<file path="config.mk">
export PLATFORM = sky130hd
export DESIGN_NAME = imm_decode_stage
export DESIGN_NICKNAME = d
export VERILOG_FILES = /design/src/rtl/imm_decode_stage.sv
export SDC_FILE = /design/constraint.sdc
export NUM_CORES = 1
export LEC_CHECK = 0
export ABC_AREA = 1
export BUFFER_PORTS_ARGS = -buffer_cell sky130_fd_sc_hd__buf_4
export CAP_MARGIN = 40
export CORE_MARGIN = 2
export CORE_UTILIZATION = 60
export DETAILED_ROUTE_END_ITERATION = 6
export HOLD_SLACK_MARGIN = 0.06
export PLACE_DENSITY = 0.85
export SLEW_MARGIN = 25
export SYNTH_ARGS = -nofsm -noshare
export SYNTH_HDL_FRONTEND = slang
export SYNTH_SLANG_ARGS = --single-unit
</file>
<file path="constraint.sdc">
create_clock -name clk -period 6.4 [get_ports clk]
set_input_delay 1.28 -clock clk [delete_from_list [all_inputs] [get_ports clk]]
set_output_delay 1.28 -clock clk [all_outputs]
set_load 0.01 [all_outputs]
</file>
<file path="src/rtl/imm_decode_stage.sv">
// RV32/RV64 immediate decoder with one-cycle registered output and a two-entry skid buffer.
// The skid entry absorbs one accept while the output stalls; in_ready is simply "skid empty".
module imm_decode_stage #(
  parameter int XLEN    = 32,
  parameter int TAG_W   = 8,
  parameter bit EN_ZIMM = 1'b1
) (
  input  logic             clk,
  input  logic             rst,
  input  logic             flush,
  input  logic             in_valid,
  output logic             in_ready,
  input  logic [31:0]      in_instr,
  input  logic [TAG_W-1:0] in_tag,
  output logic             out_valid,
  input  logic             out_ready,
  output logic [XLEN-1:0]  out_imm,
  output logic [2:0]       out_fmt,
  output logic [TAG_W-1:0] out_tag
);

  localparam logic [2:0] FMT_NONE = 3'd0;
  localparam logic [2:0] FMT_I    = 3'd1;
  localparam logic [2:0] FMT_S    = 3'd2;
  localparam logic [2:0] FMT_B    = 3'd3;
  localparam logic [2:0] FMT_U    = 3'd4;
  localparam logic [2:0] FMT_J    = 3'd5;
  localparam logic [2:0] FMT_Z    = 3'd6;

  typedef struct packed {
    logic [XLEN-1:0]  imm;
    logic [2:0]       fmt;
    logic [TAG_W-1:0] tag;
  } ent_t;

  logic [2:0]  dec_fmt;
  logic [31:0] dec_v32;
  logic        sx;
  ent_t        dec;

  logic m_vld_q, m_vld_d, k_vld_q, k_vld_d;
  logic m_ld, k_ld;
  ent_t m_q, m_d, k_q;
  logic acc;

  always_comb begin
    dec_fmt = FMT_NONE;
    case (in_instr[6:0])
      7'b0000011, 7'b0010011, 7'b1100111: dec_fmt = FMT_I;
      7'b0011011: dec_fmt = (XLEN == 64) ? FMT_I : FMT_NONE;
      7'b1110011: dec_fmt = (EN_ZIMM && in_instr[14]) ? FMT_Z : FMT_I;
      7'b0100011: dec_fmt = FMT_S;
      7'b1100011: dec_fmt = FMT_B;
      7'b0110111, 7'b0010111: dec_fmt = FMT_U;
      7'b1101111: dec_fmt = FMT_J;
      default:    dec_fmt = FMT_NONE;
    endcase
  end

  // Built as 32-bit signed values; Z has a zero top bit so the final widening stays a zero-extend.
  assign sx = in_instr[31];
  always_comb begin
    dec_v32 = 32'd0;
    case (dec_fmt)
      FMT_I:   dec_v32 = {{20{sx}}, in_instr[31:20]};
      FMT_S:   dec_v32 = {{20{sx}}, in_instr[31:25], in_instr[11:7]};
      FMT_B:   dec_v32 = {{20{sx}}, in_instr[7], in_instr[30:25], in_instr[11:8], 1'b0};
      FMT_U:   dec_v32 = {in_instr[31:12], 12'd0};
      FMT_J:   dec_v32 = {{12{sx}}, in_instr[19:12], in_instr[20], in_instr[30:21], 1'b0};
      FMT_Z:   dec_v32 = {27'd0, in_instr[19:15]};
      default: dec_v32 = 32'd0;
    endcase
  end

  assign dec.imm = XLEN'($signed(dec_v32));
  assign dec.fmt = dec_fmt;
  assign dec.tag = in_tag;

  assign in_ready = ~k_vld_q;
  assign acc      = in_valid & in_ready;

  always_comb begin
    m_vld_d = m_vld_q;
    k_vld_d = k_vld_q;
    m_ld    = 1'b0;
    k_ld    = 1'b0;
    m_d     = dec;
    if (flush) begin
      m_vld_d = 1'b0;
      k_vld_d = 1'b0;
    end else if (!m_vld_q || out_ready) begin
      // K can only be full while M is full, so this branch means M is being drained.
      if (k_vld_q) begin
        m_d     = k_q;
        m_ld    = 1'b1;
        m_vld_d = 1'b1;
        k_vld_d = 1'b0;
      end else begin
        m_ld    = acc;
        m_vld_d = acc;
      end
    end else if (acc) begin
      k_ld    = 1'b1;
      k_vld_d = 1'b1;
    end
  end

  always_ff @(posedge clk or posedge rst) begin
    if (rst) begin
      m_vld_q <= 1'b0;
      k_vld_q <= 1'b0;
      m_q     <= '0;
      k_q     <= '0;
    end else begin
      m_vld_q <= m_vld_d;
      k_vld_q <= k_vld_d;
      if (m_ld) m_q <= m_d;
      if (k_ld) k_q <= dec;
    end
  end

  assign out_valid = m_vld_q;
  assign out_imm   = m_q.imm;
  assign out_fmt   = m_q.fmt;
  assign out_tag   = m_q.tag;

endmodule

</file>
==> reports/summary.txt <==
Post-Route WL: 12300 µm
area of the die: 0.00875 mm²
Hold WS: 483 ps
syn_area_per_cell: 7.39 µm²
Clk pin slew, worst setup/hold paths: 90 ps
Reg2Reg Setup Slack: 4080 ps
clock latency on the worst-skew pair: 360 ps
Least-Margin Pin Slew: 830 ps
Post-Layout Cell Count: 824
Worst path max stage delay: 520 ps
CTS Buf Count: 9
first-pass GRT wire length: 20200 µm
CORE AREA: 0.00777 mm²
Max Root-Sink Buffers: 2
Root Driver: clkbuf_8
leakage power: 3.23 nW
Post-synth top flop: dfrtp_1
# IOs: 90
Hold Fails Final Rpt: 0
drt initial violations: 351
CTS tree: built
FFs w/ async S/R, synth: 1.00
Synth Instances: 651
hold endpoint: out_imm[13]$_DFFE_PP0P_
Worst Path Arrival: 3310 ps
Starting Density: 0.620
cell mode on critical path: buf_4
WL per Instance: 14.9 µm
initial antenna violation count: 0
RSZ-0062 raised after global routing: no
CP endpoint kind: flop
row count: 32
CTS resizes: 0
WS Path Type: in -> reg
Die Ht: 93.6 µm
Total GRT Usage: 0.293
Min-Delay Startpoint: out_imm[13]$_DFFE_PP0P_
vias per inst: 5.55
synthesized cell area: 0.00481 mm²
FF-to-FF Start: k_vld_q$_DFFE_PP0P_
I/O Buffers: 89
via count: 4572
status: finished, final reports clean
R2R depth: 6
CP required: 6700 ps
Post-DP HPWL: 8250 µm
utilization after layout: 0.723
# hold bufs at CTS: 0
setup_tns: 0 ps
Period minus WS final: 3010 ps
pin count of the biggest net entering global routing: 89
commonest cells after routing, fill and taps aside: nand2_1 (171), nor2_1 (128), buf_4 (90), dfrtp_1 (88), inv_1 (48)
layout cells sized above 1: 0.201
final-report max-slew violation count: 0
Top delay family on crit path: buffers and inverters
Die Width: 93.6 µm
postcts setup bufs: 0
final net count: 762
reg-to-reg endpoint: out_tag[0]$_DFFE_PP0P_
Hold Crit Depth: 2
Peak VDD IR: 0.000162 V
syn nets: 696
Seq/Total Area, Yosys: 0.457
CP Launch Type: input port
vias in the first global route: 4192
Ant. Diodes: 0
synth warn: 0
Post-route DRC: 0
Slowest-stage cell, CP: nor2_1
skew final: 11.0 ps
fmax: 0.332 GHz
Area growth, synth to finish: 16.7%
placed cell count: 807
grt ovf: 0
Clock Sink Count: 88
routability congestion estimate: 0.950
pwr dens: 229 mW/mm²
Worst Path Max Fanout: 50
Post-synth EDFFs: 0
crit path buf inv count: 3
Final Power: 1.28 mW
Final Cycle Share: 0.471
Synth cell types: 29
MaxCap Viol Count: 0
number of nets with antenna violations after routing: 0
register bit total from synthesis: 88
Min-Delay Path Class: reg -> reg
iteration count of the initial detailed-routing pass: 6
htree depth: 3
cells along the critical path: buf_4 -> o21bai_1 -> nor2_1 -> inv_2 -> buf_4 -> a21oi_1 -> o21ai_0 -> nand2_1
most common cell after layout, fill and taps aside: nand2_1
final setup violation count: 0
Max-slew headroom: 0.444
==> layout make-up <==
type | count | area [µm²]
clock buffer | 11 | 151
tap | 102 | 128
clock inverter | 5 | 31.3
timing repair buffer | 92 | 707
multi-input combinational | 470 | 2180
inverter | 56 | 214
fill | 645 | 2150
sequential | 88 | 2200
==> synthesized netlist by cell type, types with 8 or more instances <==
master,count,area [µm²]
nand2_1,172,646
nor2_1,128,480
dfrtp_1,88,2200
inv_1,50,188
nand3_1,41,205
o21ai_0,32,160
a31oi_1,23,144
a21oi_1,18,90.1
nand4_1,14,87.6
nand3_2,13,130
buf_2,12,60.1
clkbuf_1,12,45.0
o21ai_1,8,40.0
==> how the worst max path moves through the flow <==
stage / start / endpoint / slack (ps) / depth (start not counted)
CTS: flush / out_fmt[2]$_DFFE_PP0P_ / 3410 / 8
floorplan: rst / k_q[0]$_DFFE_PP0P_ / 2840 / 1
global placement: flush / out_tag[7]$_DFFE_PP0P_ / 2750 / 6
detailed placement: flush / out_fmt[2]$_DFFE_PP0P_ / 3040 / 8
global route: flush / out_fmt[2]$_DFFE_PP0P_ / 3200 / 8
finish: flush / out_fmt[2]$_DFFE_PP0P_ / 3390 / 8
==> through the flow <==
stage,cell area [µm²],setup WS [ps]
finish,5620,3390
global route,5620,3200
CTS,5600,3410
detailed placement,5410,3040
global placement,5400,2750
floorplan,4810,2840
==> per-layer routing <==
layer / track usage / wire length (µm)
met1: 0.424 / 5180
met3: 0.0395 / 902
met5: 0 / 0
met2: 0.462 / 6030
met4: 0.0930 / 177
==> power by group <==
group / internal, mW / switching, mW / leakage, nW / total (mW)
registers: 0.642 / 0.0448 / 1.14 / 0.687
logic: 0.101 / 0.131 / 2.00 / 0.233
clock network: 0.161 / 0.204 / 0.0951 / 0.365
total: 0.904 / 0.380 / 3.23 / 1.28
==> tightest hold or removal path, stage by stage (launching register included) <==
cell and delay [ps]:
dfrtp_1 350, nand2_1 50, nand2_1 50
==> cells by family after synthesis <==
family          count (synthesis)  share of synthesized area
buf+inv                        93                     0.0897
flops                          88                      0.457
simple gates                  384                      0.355
compound gates                 86                     0.0975
==> registers in the layout (all words and copies together), names as in the netlist <==
register   flops
out_imm       32
out_valid      1
out_tag        8
k_q           43
out_fmt        3
k_vld_q        1
Note: power is estimated with default switching activity, not from simulation.
